===== config.mk =====
export PLATFORM = sky130hd
export DESIGN_NAME = tensor_sequencer
export DESIGN_NICKNAME = d
export VERILOG_FILES = /design/src/rtl/tensor_sequencer.sv
export SDC_FILE = /design/constraint.sdc
export NUM_CORES = 1
export LEC_CHECK = 0
export ABC_AREA = 1
export BUFFER_PORTS_ARGS = -buffer_cell sky130_fd_sc_hd__buf_4
export CORE_ASPECT_RATIO = 1.2
export CORE_UTILIZATION = 58
export CTS_CLUSTER_SIZE = 25
export DETAILED_ROUTE_END_ITERATION = 16
export PLACE_DENSITY = 0.84
export RECOVER_POWER = 25
export SYNTH_ARGS = -nofsm -noshare
export SYNTH_HDL_FRONTEND = slang
export SYNTH_SLANG_ARGS = --single-unit

===== constraint.sdc =====
create_clock -name clk -period 7.25 [get_ports clk]
set_clock_uncertainty 0.05 [all_clocks]
set_input_delay 1.0875 -clock clk [delete_from_list [all_inputs] [get_ports clk]]
set_output_delay 1.0875 -clock clk [all_outputs]
set_load 0.1 [all_outputs]

===== src/rtl/tensor_sequencer.sv =====
// Tensor op sequencer: loads two 9-element operands from data memory,
// triggers one MXU capture, stores 9 results, then pulses done.
// Every output comes from a flop loaded with the decode of the next state,
// so outputs change only at the clock edge.
module tensor_sequencer (
  input  logic       clk,
  input  logic       reset,
  input  logic       start,
  input  logic       acc_mode,
  input  logic [8:0] a_base,
  input  logic [8:0] b_base,
  input  logic [8:0] r_base,
  output logic [8:0] dm_addr,
  output logic       dm_store,
  output logic       load_a,
  output logic       load_b,
  output logic       mxu_capture,
  output logic       mxu_add,
  output logic [3:0] elem_idx,
  output logic       stall,
  output logic       busy,
  output logic       done
);

  localparam int unsigned AW = 9;
  localparam int unsigned CW = 4;
  localparam logic [CW-1:0] LAST_ELEM = CW'(8);

  localparam logic [2:0] S_IDLE = 3'd0;
  localparam logic [2:0] S_LD_A = 3'd1;
  localparam logic [2:0] S_LD_B = 3'd2;
  localparam logic [2:0] S_MUL  = 3'd3;
  localparam logic [2:0] S_ST   = 3'd4;
  localparam logic [2:0] S_FIN  = 3'd5;

  logic [2:0]    state_q, state_d;
  logic [CW-1:0] cnt_q, cnt_d;
  logic          acc_q, acc_d;
  logic [AW-1:0] a_q, a_d, b_q, b_d, r_q, r_d;

  logic [AW-1:0] dm_addr_q, dm_addr_d;
  logic [CW-1:0] elem_idx_q, elem_idx_d;
  logic          dm_store_q, dm_store_d;
  logic          load_a_q, load_a_d;
  logic          load_b_q, load_b_d;
  logic          cap_q, cap_d;
  logic          add_q, add_d;
  logic          busy_q, busy_d;
  logic          done_q, done_d;

  // Next-state, operand latching, and decode of the upcoming cycle's outputs
  always_comb begin
    state_d    = state_q;
    cnt_d      = cnt_q;
    acc_d      = acc_q;
    a_d        = a_q;
    b_d        = b_q;
    r_d        = r_q;
    dm_addr_d  = '0;
    elem_idx_d = '0;
    dm_store_d = 1'b0;
    load_a_d   = 1'b0;
    load_b_d   = 1'b0;
    cap_d      = 1'b0;
    add_d      = 1'b0;
    busy_d     = 1'b0;
    done_d     = 1'b0;

    case (state_q)
      S_IDLE: begin
        if (start) begin
          state_d = S_LD_A;
          cnt_d   = '0;
          acc_d   = acc_mode;
          a_d     = a_base;
          b_d     = b_base;
          r_d     = r_base;
        end
      end
      S_LD_A: begin
        if (cnt_q == LAST_ELEM) begin
          cnt_d   = '0;
          state_d = S_LD_B;
        end else begin
          cnt_d = cnt_q + CW'(1);
        end
      end
      S_LD_B: begin
        if (cnt_q == LAST_ELEM) begin
          cnt_d   = '0;
          state_d = S_MUL;
        end else begin
          cnt_d = cnt_q + CW'(1);
        end
      end
      S_MUL: begin
        cnt_d   = '0;
        state_d = S_ST;
      end
      S_ST: begin
        if (cnt_q == LAST_ELEM) begin
          cnt_d   = '0;
          state_d = S_FIN;
        end else begin
          cnt_d = cnt_q + CW'(1);
        end
      end
      S_FIN: begin
        state_d = S_IDLE;
      end
      default: begin
        state_d = S_IDLE;
        cnt_d   = '0;
      end
    endcase

    case (state_d)
      S_LD_A: begin
        busy_d     = 1'b1;
        load_a_d   = 1'b1;
        dm_addr_d  = a_d + AW'(cnt_d);
        elem_idx_d = cnt_d;
      end
      S_LD_B: begin
        busy_d     = 1'b1;
        load_b_d   = 1'b1;
        dm_addr_d  = b_d + AW'(cnt_d);
        elem_idx_d = cnt_d;
      end
      S_MUL: begin
        busy_d = 1'b1;
        cap_d  = 1'b1;
        add_d  = acc_d;
      end
      S_ST: begin
        busy_d     = 1'b1;
        dm_store_d = 1'b1;
        dm_addr_d  = r_d + AW'(cnt_d);
        elem_idx_d = cnt_d;
      end
      S_FIN: begin
        busy_d = 1'b1;
        done_d = 1'b1;
      end
      default: begin
        busy_d = 1'b0;
      end
    endcase
  end

  // State, latched operands and output flops; reset aborts any op in flight
  always_ff @(posedge clk) begin
    if (reset) begin
      state_q    <= S_IDLE;
      cnt_q      <= '0;
      acc_q      <= 1'b0;
      a_q        <= '0;
      b_q        <= '0;
      r_q        <= '0;
      dm_addr_q  <= '0;
      elem_idx_q <= '0;
      dm_store_q <= 1'b0;
      load_a_q   <= 1'b0;
      load_b_q   <= 1'b0;
      cap_q      <= 1'b0;
      add_q      <= 1'b0;
      busy_q     <= 1'b0;
      done_q     <= 1'b0;
    end else begin
      state_q    <= state_d;
      cnt_q      <= cnt_d;
      acc_q      <= acc_d;
      a_q        <= a_d;
      b_q        <= b_d;
      r_q        <= r_d;
      dm_addr_q  <= dm_addr_d;
      elem_idx_q <= elem_idx_d;
      dm_store_q <= dm_store_d;
      load_a_q   <= load_a_d;
      load_b_q   <= load_b_d;
      cap_q      <= cap_d;
      add_q      <= add_d;
      busy_q     <= busy_d;
      done_q     <= done_d;
    end
  end

  assign dm_addr     = dm_addr_q;
  assign elem_idx    = elem_idx_q;
  assign dm_store    = dm_store_q;
  assign load_a      = load_a_q;
  assign load_b      = load_b_q;
  assign mxu_capture = cap_q;
  assign mxu_add     = add_q;
  assign busy        = busy_q;
  assign stall       = busy_q;
  assign done        = done_q;

endmodule


# Word-level counts from Yosys, hierarchy flattened

Index checks and enable logic that the tools add are counted.

Register bits: 55
Bits of input ports: 31
Output and inout port bits: 21
Word-level logic and storage cells: 61

Add/sub/neg operators: 4
Eq/ne operators: 11
Multiplexer cells: 23
Bitwise operators: 2
Reductions and logical operators: 6

Operators with widths:

| kind                  | count |
|---|---|
| $mux W9               | 6 |
| $add A9 B4 Y9         | 3 |
| $pmux W9 S3           | 1 |
| $pmux W3 S5           | 1 |
| $eq A3 B2 Y1 const B  | 4 |
| $eq A3 B3 Y1 const B  | 4 |
| $mux W3               | 4 |
| $pmux W4 S3           | 1 |
| $mux W1               | 8 |
| $mux W4               | 2 |
| $eq A3 B1 Y1 const B  | 2 |
| $reduce_or A3 Y1      | 2 |
| $reduce_or A5 Y1      | 1 |
| $add A4 B1 Y4 const B | 1 |
| $eq A4 B4 Y1 const B  | 1 |
| $reduce_or A2 Y1      | 2 |
| $logic_not A3 Y1      | 1 |
| $not A1 Y1            | 2 |

# Longest topological paths before layout

Gate-level depths: netlist of the first run.

Depth in word-level cells: 7
Depth in mapped cells: 22
Depth with buffers taken out: 22

# Worst setup path after synthesis of the first run

No wires, ideal clock.

Kind: input-to-reg
Start point: input port start
End point: register dm_addr_q[8] (netlist: dm_addr[8])
Setup time: 0.113 ns
Arrival: 3.344 ns
Data required time: 7.087 ns
Path slack: 3.744 ns
Stages on the path: 19
Path buffers: 2
Path through: inv_1 nor2_2 buf_4 buf_4 mux2i_1 o22ai_1 o21bai_1 ha_1 fa_1 nand2_1 nand2_1 a21oi_1 inv_1 nand2_1 nor2_2 nand2_1 nand2_1 nand2_1 nor2_1

Longest elaborated chain between the ends: 4
Elaborated cells between the ends (all ways): 17
Classes of those cells: add/sub: 3; eq/ne: 3; mux: 11

Ends and longest elaborated chain:

| item                                  | RTL line | source |
|---|---|---|
| start: declaration                    | 8        | `input logic start,` |
| $mux W4 (tied with other cells)       | 71       | `if (start) begin` |
| $pmux W4 S3 (tied with other cells)   | 69       | `case (state_q)` |
| $add A9 B4 Y9 (tied with other cells) | 138      | `dm_addr_d = r_d + AW'(cnt_d);` |
| $pmux W9 S3 *                         | 117      | `case (state_d)` |
| end signal: assignment                | 176      | `dm_addr_q <= dm_addr_d;` |
| end: declaration                      | 41       | `logic [AW-1:0] dm_addr_q, dm_addr_d;` |

Every way passes the cells marked *; elsewhere a longest branch is shown, timed or not.
A chain may end at the register's enable or synchronous reset.

# Worst setup path after layout of the first run

Same ends and word-level chain as after synthesis.

==> results.md, run 1 <==
Outcome:
- The run finished, with violations left.
- The checks that failed: max-capacitance violations, max-slew violations.

STA:
- Setup repair after global routing left no endpoint under its margin.
- The transition at the pin with the smallest max-transition slack is 1.890 ns.
- The worst-case headroom to the max-slew limit is -25.99%.
- The final critical-path setup slack is 3.272 ns.
- Static timing analysis puts the maximum clock frequency at 251.4 MHz.
- The number of failing setup endpoints in the final timing report is 0.
- The final-report hold violation count was 0.
- The number of pins with negative max-slew slack in the final report is 44.
- The fraction of the cycle the final worst path needs is 54.87%.
- Counting I/O delays and the setup requirement, the final critical path takes 3.978 ns.
- For the final routed database, the setup TNS stands at 0 ns.

Job:
- Across the run, the number of max-cap violations was 1.

Setup path:
- STA classifies the critical path startpoint as an input pin.
- At the worst endpoint, the required time is 7.41 ns.
- Across all register-to-register paths, the minimum setup slack is 3.59 ns.
- Of all nets on the critical path, the largest fanout is 21.
- The endpoint arrival time on the critical path is 4.14 ns.
- The logic depth of the worst register-to-register path is 19.
- The capturing point of the worst reg2reg path is dm_addr[8].
- The critical path is of the input pin to flip-flop type.
- The sort of element at the end of the critical path is a flip-flop.
- The critical path ends at dm_addr[8].
- The most critical setup path has its startpoint at start.
- The worst register-to-register path begins at state_q[2].

Layout:
- The area growth from synthesis to layout is 19.01%.
- The sequential cell area is 1101 sq um.
- The layout cell share with drive strength beyond 1 is 21.15%.
- The filler cells instantiated in the layout total 313.
- The final net count is 401.
- The number of diodes added for antenna fixing is 0.
- The area occupied by multi-input gates is 1144 sq um.

Synth:
- During synthesis, Yosys emitted a total of 0 warnings.
- The synthesized design contains 55 register bits.
- Counting every instance in the synthesized netlist gives 315.
- The share of synthesized cell area in full adder, half adder and majority cells is 3.864%.
- The largest family of logic cells by synthesized area is simple AND/OR/NAND/NOR gates.
- The netlist uses 32 different library cells.
- Of the total synthesized cell area, the portion taken by XOR and XNOR cells is 0.7117%.
- The mux cell area share after synthesis is 6.101%.
- The simple-gate portion of the synthesized area is 25.47%.
- The post-synthesis instance area is 2461 sq um.
- The fraction of the yosys area taken by sequential cells is 44.74%.
- Each instance of the synthesized netlist takes up on average 7.813 sq um.
- The fraction of the mapped netlist area in compound gates is 10.32%.
- Synthesis produced a netlist with a net count of 353.

Route:
- The DRC violation total after the first TritonRoute iteration is 115.
- The met1 layer wirelength in the final routing is 2.112 mm.
- The highest metal layer carrying signal wires in the routed design is met4.
- The detailed-route wire length is 4.846 mm.
- Wire segments on met3 add up to 164 microns in the final route.
- Summing over every cut layer, the via total after detailed routing is 2044.
- The routed length on met2 is 2.461 mm.
- The detailed-route DRC error count is 0.
- Before antenna repair, the detailed router went through 4 iterations.
- The residual antenna-violating net count after detailed routing is 0.
- The via count normalized by instance count is 4.890.
- The detailed-route wire length per cell is 11.59 microns.

Place:
- The HPWL after detailed placement is 3.591 mm.
- The weighted congestion at the end of routability-driven global placement is 0.7844.
- Prior to clock tree synthesis, the placed netlist has a worst setup slack of 2.934 ns.
- The number of input and output port buffers inserted is 51.

Clock tree:
- The clock transition at the register clock pins on the worst setup and hold paths after CTS is 0.09 ns.
- The total clock sinks is 55.
- The clock tree root buffer cell is clkbuf_8.
- In this run the post-CTS setup repair buffer count came out at 0.
- After clock tree synthesis, the flow added hold-fix buffers numbering 0.
- Gates resized during post-CTS repair numbered 0.
- The clock passes through at most 2 buffers.
- The number of buffers created by CTS is 5.
- CTS built an H-tree with a depth of 2.
- The worst-skew pair later-pin latency is 0.31 ns.
- The clock tree from TritonCTS is built.

Global route:
- Global routing consumed, over all layers together, 25.13% of the routing resources.
- The first global-routing pass estimated 8.238 mm of wire.
- The via count of the first global-routing pass is 1931.
- The number of antenna violations at the first check in global routing is 0.
- The total grt overflow is 0.
- The largest net degree at the start of global routing is 44.

Die:
- The floorplan step set the die width to 61.47 microns.
- The number of primary I/O pins is 52.
- The initial standard-cell utilization of the core is 61.47%.
- In this run the standard cell core region covers 4004 sq um.
- Row generation in the floorplan step produced 25 rows.
- The die covers 4509 sq um.
- The die is 73.36 microns tall.

Power and ir drop:
- The worst supply voltage drop on vdd is 164.3 uV.
- In this run the power density over the cells is 214.7 nW/um^2.
- For this design the static power due to leakage is 1.455 nW.

Hold path:
- The worst min-delay path class is flip-flop to flip-flop.
-- report_power, final --
part	switching (mW)	internal, mW	total (mW)
Clock	0.0966	0.0663	0.163
Combinational	0.0949	0.0456	0.141
Sequential	0.00558	0.320	0.326
Total	0.197	0.432	0.629
-- flip-flops by register name, summed over array words and instances, names as in the netlist, 3 cells and up --
register / cells
state_q: 3
cnt_q: 4
r_q: 9
a_q: 9
dm_addr: 9
b_q: 9
elem_idx: 4
-- metrics by stage --
stage / instances / util (%) / power (mW) / hold slack, ns / instance area (sq um)
floorplan: 315 / - / 0.4406 / 0.3967 / 2461
global placement: 410 / 71.44 / 0.4714 / 0.4074 / 2860
detailed placement: 410 / 71.44 / 0.4742 / 0.4273 / 2860
CTS: 418 / 73.53 / 0.6341 / 0.4395 / 2944
global route: 418 / 73.16 / 0.6611 / 0.4723 / 2929
finish: 418 / 73.16 / 0.6290 / 0.4425 / 2929
-- Yosys cell counts, drive strengths merged --
master	n	area [sq um]
a21oi	9	56.31
a31oi	1	6.260
buf	6	36.28
clkbuf	4	15.01
dfxtp	55	1101
fa	1	20.02
ha	6	75.07
inv	44	165.2
mux2i	15	150.1
nand2	53	209.0
nand3	9	72.57
nor2	71	291.5
nor3	3	15.01
nor3b	1	7.510
nor4	1	6.260
o21a	10	75.07
o21ai	11	55.05
o21bai	4	30.03
o22ai	5	31.28
or2	4	25.02
xor2	2	17.52
-- cell type report --
type,count,share of cell area [%]
Clock buffer,5,2.349
Clock inverter,3,0.5126
Inverter,44,5.639
Multi-Input combinational cell,206,39.04
Sequential cell,55,37.59
Tap cell,54,2.307
Timing Repair Buffer,51,12.56
-- worst min-delay path by stage --
stage	startpoint	end	slack, ns	cells past startpoint
6_report	a_q[4]	a_q[4]	0.44	2
3_3_place_gp	a_q[4]	a_q[4]	0.41	2
4_1_cts	a_q[4]	a_q[4]	0.44	2
3_5_place_dp	a_q[4]	a_q[4]	0.43	2
5_1_grt	a_q[4]	a_q[4]	0.47	2
2_1_floorplan	a_q[4]	a_q[4]	0.40	2
-- cells in the final DEF (no fill, tap or decap) --
cell and instances:
nor2_1 65, dfxtp_1 55, nand2_1 51, buf_4 47, inv_1 39, mux2i_1 15
o21a_1 10, a21oi_1 8, o21ai_1 7, ha_1 6, inv_2 5, nand3_1 5
o22ai_1 5, clkbuf_8 5, nor2_2 4, o21bai_1 4, o21ai_0 4, or2_2 4
clkbuf_1 4, nand3_2 3, nor3_1 3, clkinv_2 3, nor2_4 2, xor2_1 2
nand2_2 1, nand3_4 1, nand2_4 1, a21oi_4 1, nor4_1 1, nor3b_1 1
a31oi_1 1, fa_1 1
-- routing by layer --
metal / up-vias / GRT usage, %
li1: 1077 / -
met1: 910 / 28.98
met2: 48 / 43.60
met3: 9 / 5.986
met4: 0 / 10.37
met5: - / 0
-- logic make-up after synthesis --
group,after synthesis
AO/OA/AOI/OAI,40
adder cells (fa/ha/maj),7
XOR/XNOR,2
AND/OR/NAND/NOR,142
flip-flops,55
multiplexers,15
buffers and inverters,54
-- critical path: stages --
cell and delay, ns:
buf_4 0.08, inv_1 0.05, nor2_2 0.89, nor2_4 0.18, nand3_2 0.23, o22ai_1 0.12
o21bai_1 0.17, ha_1 0.21, fa_1 0.38, nand2_1 0.09, nand2_1 0.05, a21oi_1 0.12
inv_1 0.06, nand2_1 0.13, nor2_2 0.05, nand2_1 0.07, nand2_1 0.05, nand2_1 0.05
nor2_1 0.04
Power figures use the tool's default switching activity.
==> inputs of run 2 (changes only) <==
--- a/config.mk
+++ b/config.mk
@@ -8,10 +8,10 @@
 export ABC_AREA = 1
 export BUFFER_PORTS_ARGS = -buffer_cell sky130_fd_sc_hd__buf_4
 export CORE_ASPECT_RATIO = 1.2
-export CORE_UTILIZATION = 58
+export CORE_UTILIZATION = 54
 export CTS_CLUSTER_SIZE = 25
 export DETAILED_ROUTE_END_ITERATION = 16
-export PLACE_DENSITY = 0.84
+export PLACE_DENSITY = 0.79
 export RECOVER_POWER = 25
 export SYNTH_ARGS = -nofsm -noshare
 export SYNTH_HDL_FRONTEND = slang
==> constraint.sdc (replaced) <==
create_clock -name clk -period 3.9 [get_ports clk]
set_clock_uncertainty 0.05 [all_clocks]
set_input_delay 0.585 -clock clk [delete_from_list [all_inputs] [get_ports clk]]
set_output_delay 0.585 -clock clk [all_outputs]
set_load 0.1 [all_outputs]
==> results.md, run 2 (synthesized netlist as in run 1, its figures left out) <==
Outcome:
- The run finished with clean final reports.

Setup path:
- The endpoint arrival time on the critical path is 3.32 ns.
- In this run the critical register-to-register path is captured at dm_addr[8].
- The startpoint identified for the worst register-to-register timing path is cnt_q[0].
- The category of the most critical setup path is flip-flop to flip-flop.
- For the worst flop-to-flop path, the logic depth is 19.
- The minimum setup slack among reg-to-reg paths is 0.74 ns.
- The worst setup path is launched from a flip-flop.
- At the worst endpoint, the required time is 4.06 ns.
- The worst setup path is captured at a flip-flop.
- The top fanout value on the critical path is 9.

Place:
- The weighted congestion at the end of routability-driven global placement is 0.8279.
- At the placement stage, the worst setup path has a slack of 0.7135 ns.
- The count of buffers added on input and output ports is 51.
- The post-placement cell count is 413.
- The post-detailed-placement half-perimeter wirelength is 3.575 mm.

Clock tree:
- Once the clock tree was built, the resizer swapped 0 gates to a different size.
- The maximum count of clock buffers along a single path is 2.
- The number of hold buffers added after CTS was 0.
- The later pin in the worst-skew pair is clocked with a latency of 0.31 ns.
- CTS placed an instance of clkbuf_8 at the clock tree root.
- Clock-pin slew was measured on the worst setup and hold paths at 0.10 ns.
- The total clock sinks is 55.
- In this run the post-CTS setup repair buffer count came out at 0.
- The H-tree generated during clock tree synthesis spans 2 levels.
- Counting the buffers created by CTS gives 5.
- The clock tree from TritonCTS is built.

Route:
- The DRC violation total after the first TritonRoute iteration is 126.
- The first TritonRoute pass finished after 4 iterations.
- In this run the remaining antenna-violating nets after routing total 0.
- After detailed routing, the number of remaining DRC violations is 0.
- The detailed-route wire length is 4.983 mm.
- The detailed-route wire length per cell is 11.84 microns.
- The via count normalized by instance count is 4.895.
- The via count is 2061.

Layout:
- The top cell types in the final layout, fill and taps aside, are 65 x nor2_1, 55 x dfxtp_1, 52 x nand2_1.
- The final standard cell utilization of the core is 67.96%.
- The net count of the finished layout is 402.
- Counting the fill cells in the layout gives 393.
- The number of diodes added for antenna fixing is 0.
- The area growth from synthesis to layout is 19.47%.
- The count of cells in the finished layout, fillers not included, comes to 421.
- The layout cell share with drive strength beyond 1 is 18.90%.
- The most common cell after layout, fill and taps aside is nor2_1.

STA:
- The final-report hold violation count was 0.
- Setup repair after global routing left no endpoint under its margin.
- The number of failing setup endpoints in the final timing report is 0.
- Measured against its own limit, the worst slew margin works out to 22.53%.
- The fraction of the cycle the final worst path needs is 80.99%.
- The final critical delay including setup and external delays is 3.159 ns.
- The fmax is 316.6 MHz.
- The final sum of negative setup slack is 0 ns.
- The transition at the pin with the smallest max-transition slack is 1.167 ns.
- Final hold analysis gives a worst-case slack of 0.4312 ns.
- The final critical-path setup slack is 0.7413 ns.
- The number of pins with negative max-slew slack in the final report was 0.

Die:
- The number of placement rows is 26.
- The die span in y is 75.95 microns.
- The die outline width is 63.63 microns.
- The die covers 4832 sq um.
- The number of primary I/O pins is 52.
- For this configuration, the core starts out at a cell density of 56.88%.
- The standard cell core area is 4327 sq um.

Hold path:
- In this run the worst hold path is classified as flip-flop to flip-flop.
- The hold path startpoint is a_q[4].
- For hold timing, the worst endpoint is a_q[4].
- The worst hold path was traced through 2 stages.

Power and ir drop:
- The power per unit of standard cell area is 427.5 nW/um^2.
- VDD sags by at most 222.7 uV.
- The cell leakage power is 1.438 nW.

Global route:
- The total overflow left after global routing is 0.
- The via count of the first global-routing pass is 2015.
- The largest net degree at the start of global routing is 44.
- The number of antenna violations at the first check in global routing is 0.
- The first global-routing pass estimated 8.528 mm of wire.
- Global routing consumed, over all layers together, 22.40% of the routing resources.

Job:
- Across the run, the number of max-cap violations was 0.
[run 2: cell types whose count changed in the layout (fill, tap and decap cells not counted), sizes merged]
cell and change:
clkbuf +9, bufinv +1, buf -7, clkinv -2
[run 2: how the worst max path moves through the flow]
| stage | start | endpoint | slack (ns) | depth (start not counted) |
|---|---|---|---|---|
| 2_1_floorplan | start | dm_addr[8] | 0.90 | 19 |
| 3_3_place_gp | start | dm_addr[8] | 0.77 | 19 |
| 3_5_place_dp | start | dm_addr[8] | 0.71 | 19 |
| 4_1_cts | state_q[2] | dm_addr[8] | 0.81 | 19 |
| 5_1_grt | cnt_q[0] | dm_addr[8] | 0.48 | 20 |
| 6_report | cnt_q[0] | dm_addr[8] | 0.74 | 19 |
[run 2: final cells by class]
| type | instances | area (sq um) | area share, % |
|---|---|---|---|
| repair buffers | 52 | 345.3 | 11.74 |
| flip-flops and latches | 55 | 1101 | 37.45 |
| inverters | 44 | 165.2 | 5.617 |
| well taps | 56 | 70.07 | 2.383 |
| multi-input cells | 206 | 1141 | 38.81 |
| clock buffers | 6 | 82.58 | 2.809 |
| clock inverters | 2 | 35.03 | 1.191 |
[run 2: stage by stage]
step                      instance area (sq um)  power, mW
after floorplan                            2461     0.8190
after global placement                     2870     0.8777
after detailed placement                   2870     0.8828
after CTS                                  2988      1.268
after global routing                       2940      1.316
final                                      2940      1.257
[run 2: metal layers]
metal	vias up	GRT usage, %	share of wire, %
met2	54	40.64	51
li1	1082	-	-
met4	0	10.23	2.0
met5	-	0	0
met3	10	3.916	4.0
met1	915	24.72	43
[run 2: power by group]
group	leakage [nW]	switching [mW]	internal, mW
Combinational	0.926	0.178	0.0838
Clock	0.0612	0.183	0.208
Sequential	0.451	0.0102	0.595
Total	1.44	0.370	0.886
[run 2: critical path, stage by stage (launching register included)]
cell and delay [ns]:
dfxtp_1 0.36, inv_1 0.08, ha_1 0.17, nand3_1 0.14
o21ai_0 0.36, nand3_2 0.28, nand2_4 0.19, o21bai_1 0.10
ha_1 0.21, fa_1 0.38, nand2_1 0.09, nand2_1 0.05
a21oi_1 0.13, inv_1 0.07, nand2_1 0.11, nor2_2 0.05
nand2_1 0.07, nand2_1 0.05, nand2_1 0.06, nor2_1 0.04
==> inputs of run 3 (changes only) <==
--- a/config.mk
+++ b/config.mk
@@ -5,13 +5,13 @@
 export SDC_FILE = /design/constraint.sdc
 export NUM_CORES = 1
 export LEC_CHECK = 0
-export ABC_AREA = 1
+export ABC_AREA = 0
 export BUFFER_PORTS_ARGS = -buffer_cell sky130_fd_sc_hd__buf_4
 export CORE_ASPECT_RATIO = 1.2
-export CORE_UTILIZATION = 54
+export CORE_UTILIZATION = 49
 export CTS_CLUSTER_SIZE = 25
 export DETAILED_ROUTE_END_ITERATION = 16
-export PLACE_DENSITY = 0.79
+export PLACE_DENSITY = 0.75
 export RECOVER_POWER = 25
 export SYNTH_ARGS = -nofsm -noshare
 export SYNTH_HDL_FRONTEND = slang
==> constraint.sdc (replaced) <==
create_clock -name clk -period 2.8 [get_ports clk]
set_clock_uncertainty 0.05 [all_clocks]
set_input_delay 0.42 -clock clk [delete_from_list [all_inputs] [get_ports clk]]
set_output_delay 0.42 -clock clk [all_outputs]
set_load 0.1 [all_outputs]
==> results.md, run 3 <==
Layout:
- The area growth from synthesis to layout is 39.94%.
- The top cell types in the final layout, fill and taps aside, are 106 x buf_4, 52 x dfxtp_1, 42 x nand2_1.
- Of the cells placed in the final design, the portion with a size suffix greater than 1 is 38.24%.
- The library cell used most frequently in the layout, excluding fill and tap cells, is buf_4.
- The post-route cell area is 3744 sq um.
- The final standard cell utilization of the core is 71.15%.
- The number of diodes added for antenna fixing is 0.
- The final net count is 445.

Setup path:
- Data on the critical path arrives at its endpoint at 3.23 ns.
- The sort of element at the end of the critical path is a flip-flop.
- The delay of the slowest cell on the worst path is 0.38 ns.
- The beginning of the worst register-to-register path is state_q[2].
- The required time at the worst-slack endpoint is 2.93 ns.
- The highest-delay cell along the critical path is a2111oi_2.
- On the critical path the largest part of the delay comes from compound AO/OA/AOI/OAI gates.
- The signal on the critical path passes through nor4b_4 > buf_6 > mux2i_2 > o21ai_2 > o2bb2ai_2 > a22oi_2 > o22ai_2 > ha_2 > fa_2 > a21o_1 > a21oi_2 > a21oi_2 > a2111oi_2 > a211oi_1.
- The top fanout value on the critical path is 5.
- The endpoint identified for the worst register-to-register timing path is dm_addr[6].
- By instance count, the cell type seen most on the critical path is a21oi_2.
- The category of the most critical setup path is flip-flop to flip-flop.
- STA classifies the critical path startpoint as a flip-flop.
- Measured in cells, the most critical reg-to-reg path has a length of 14.
- The count of buffer and inverter cells on the critical path is 1.
- The minimum setup slack among reg-to-reg paths is -0.30 ns.

Synth:
- The mux cell area share after synthesis is 6.408%.
- The cell count after synthesis came out at 310.
- The simple-gate portion of the synthesized area is 23.67%.
- Counting instances in the post-synthesis netlist gives the leading cell types as 55 x dfxtp_1, 43 x nand2_1, 38 x nor2_1.
- Dividing the synthesized area by the synthesized cell count gives 8.629 sq um.
- Yosys mapped the design onto 58 distinct sky130hd cell types.
- Counting every net in the synthesized netlist gives 348.
- The share of synthesized area in the top cell type comes to 41.16%.
- The most used flip-flop cell after synthesis is dfxtp_1.
- After synthesis, the share of flip-flops with an asynchronous set or reset is 0%.
- The cell with the most instances after synthesis is dfxtp_1.
- The largest family of logic cells by synthesized area is simple AND/OR/NAND/NOR gates.
- The area share of xor/xnor cells in the synthesized design is 1.637%.
- After Yosys synthesis, full adders, half adders and majority gates account for 3.555% of the synthesized area.
- dfxtp_1 takes more of the synthesized area than any other cell.
- Yosys mapped a number of flops with a built-in enable equal to 0.
- The synthesized netlist devotes 18.52% of its cell area to compound gates.
- The number of warning messages in the yosys log is 0.
- The flip-flop and latch count after synthesis is 55.
- By area the synthesized netlist is led by dfxtp_1 41%, nand2_1 6.0%, mux2i_1 6.0%, nor2_1 5.3%, a21oi_1 4.7%.
- Sequential elements use 41.16% of the synthesized area.
- The synthesized netlist occupies a cell area of 2675 sq um.

Clock tree:
- The clock tree from TritonCTS is built.
- Counting the buffers created by CTS gives 5.
- The later pin in the worst-skew pair is clocked with a latency of 0.31 ns.
- CTS saw 55 sinks.
- No sink is reached through more buffers than the 2 on the longest clock path.
- Clock-pin slew was measured on the worst setup and hold paths at 0.09 ns.
- CTS built an H-tree with a depth of 2.
- The clock tree root buffer cell is clkbuf_8.

Route:
- The number of detailed-route iterations in the first pass is 4.
- For this block, the via count after detailed routing is 2514.
- The detailed-route DRC error count is 0.
- The residual antenna-violating net count after detailed routing is 0.
- The DRC violation total after the first TritonRoute iteration is 138.
- The detailed-route wire length is 6.755 mm.
- The via count normalized by instance count is 5.349.
- After detailed routing, the average wire length per cell comes to 14.37 microns.

STA:
- The number of pins with negative max-slew slack in the final report is 0.
- The number of failing setup endpoints in the final timing report is 6.
- Setup repair after global routing could not meet its margin everywhere.
- The worst path uses 110.7% of the clock period.
- The final-report hold violation count is 0.
- The transition at the pin with the smallest max-transition slack is 0.4975 ns.
- The final critical delay including setup and external delays is 3.099 ns.
- For this run, the top clock speed supported by timing is 322.6 MHz.
- Summed over all failing endpoints, the final setup total negative slack is -1.093 ns.
- Once routing completed, OpenROAD measured the worst setup slack at -0.2995 ns.
- The worst pin sits at a relative slew slack of 66.83%.

Die:
- The standard cell core area is 5261 sq um.
- The number of primary I/O pins is 52.
- The die span in y is 82.94 microns.
- The number of placement rows is 29.
- The floorplan die area is 5760 sq um.
- From left edge to right edge, the die measures 69.45 microns.
- The initial standard-cell utilization of the core is 50.84%.

Place:
- The area of placed instances is 3457 sq um.
- The weighted congestion at the end of routability-driven global placement is 0.8530.
- The number of input and output port buffers inserted is 51.
- The HPWL after detailed placement is 4.965 mm.

Global route:
- For this run the aggregate overflow at the end of global routing stands at 0.
- The via count of the first global-routing pass is 2370.
- The number of antenna violations at the first check in global routing came to 0.
- Global routing used 23.24% of the available tracks across all layers.
- The largest net degree at the start of global routing is 36.
- The first-pass GRT wire length is 10.78 mm.

Hold path:
- In this run the most critical hold path is launched from b_base[6].
- The worst min-delay path class is input pin to flip-flop.
- The number of stages on the worst hold path is 3.
- The end point of the most critical hold path is b_q[6].

Power and ir drop:
- Power spread over the standard cell area amounts to 463.4 nW/um^2.
- The analysis attributes to cell leakage a power of 1.670 nW.
- The worst supply voltage drop on vdd is 345.3 uV.

Job:
- Max-cap violations in this run came to 0.

Outcome:
- The run finished, with violations left.
- The checks that failed: negative setup slack.
run 3: how the worst max path moves through the flow:
stage / from / endpoint / slack [ns] / depth (start not counted)
2_1_floorplan: state_q[0] / dm_addr[6] / -0.19 / 15
3_3_place_gp: start / dm_addr[7] / -0.27 / 15
4_1_cts: state_q[2] / dm_addr[7] / -0.23 / 14
6_report: state_q[2] / dm_addr[6] / -0.30 / 14
5_1_grt: state_q[0] / dm_addr[6] / -0.49 / 14
3_5_place_dp: start / dm_addr[7] / -0.35 / 15
run 3: layout make-up:
class	instances	area (sq um)
clock buffers	8	100.1
fillers	404	1518
inverters	8	30.03
multi-input cells	228	1602
flip-flops and latches	55	1105
well taps	62	77.57
repair buffers	109	829.5
run 3: per-layer routing:
layer  GRT usage [%]  wire length, microns
met5               0                     0
met4           8.720                   153
met3           4.248                   277
met2           40.78                  3443
met1           27.94                  2881
run 3: kinds of logic after synthesis:
kind of cell               Yosys count
AOI/OAI and AO/OA                   73
muxes                               17
DFF                                 55
xor gates and xnor gates             5
and+or+nand+nor                    126
buffers and inverters               27
adders and majority gates            7
run 3: timing repair:
action | in CTS | in global routing
gates resized for setup | 7 | 21
pin swaps | 12 | 22
hold buffers | 0 | 0
endpoints found under the setup margin | 6 | 6
setup buffers | 3 | 6
run 3: power breakdown:
part | switching [mW] | internal (mW)
logic | 0.249 | 0.171
clock network | 0.245 | 0.226
registers | 0.0214 | 0.823
total | 0.515 | 1.22
run 3: through the flow:
stage,hold slack [ns],instances,power [mW],worst slack (ns)
after detailed placement,0.4142,453,1.254,-0.3545
final,0.3050,470,1.735,-0.2995
after global placement,0.4024,453,1.247,-0.2689
after floorplan,0.3844,310,1.121,-0.1864
after CTS,0.2986,464,1.720,-0.2348
after global routing,0.2971,470,1.804,-0.4892
run 3: worst reg2reg max path: stages, from the launching register on:
cell	delay [ns]
dfxtp_2	0.35
nor4b_4	0.28
buf_6	0.17
mux2i_2	0.27
o21ai_2	0.09
o2bb2ai_2	0.12
a22oi_2	0.13
o22ai_2	0.08
ha_2	0.22
fa_2	0.35
a21o_1	0.20
a21oi_2	0.16
a21oi_2	0.07
a2111oi_2	0.38
a211oi_1	0.08
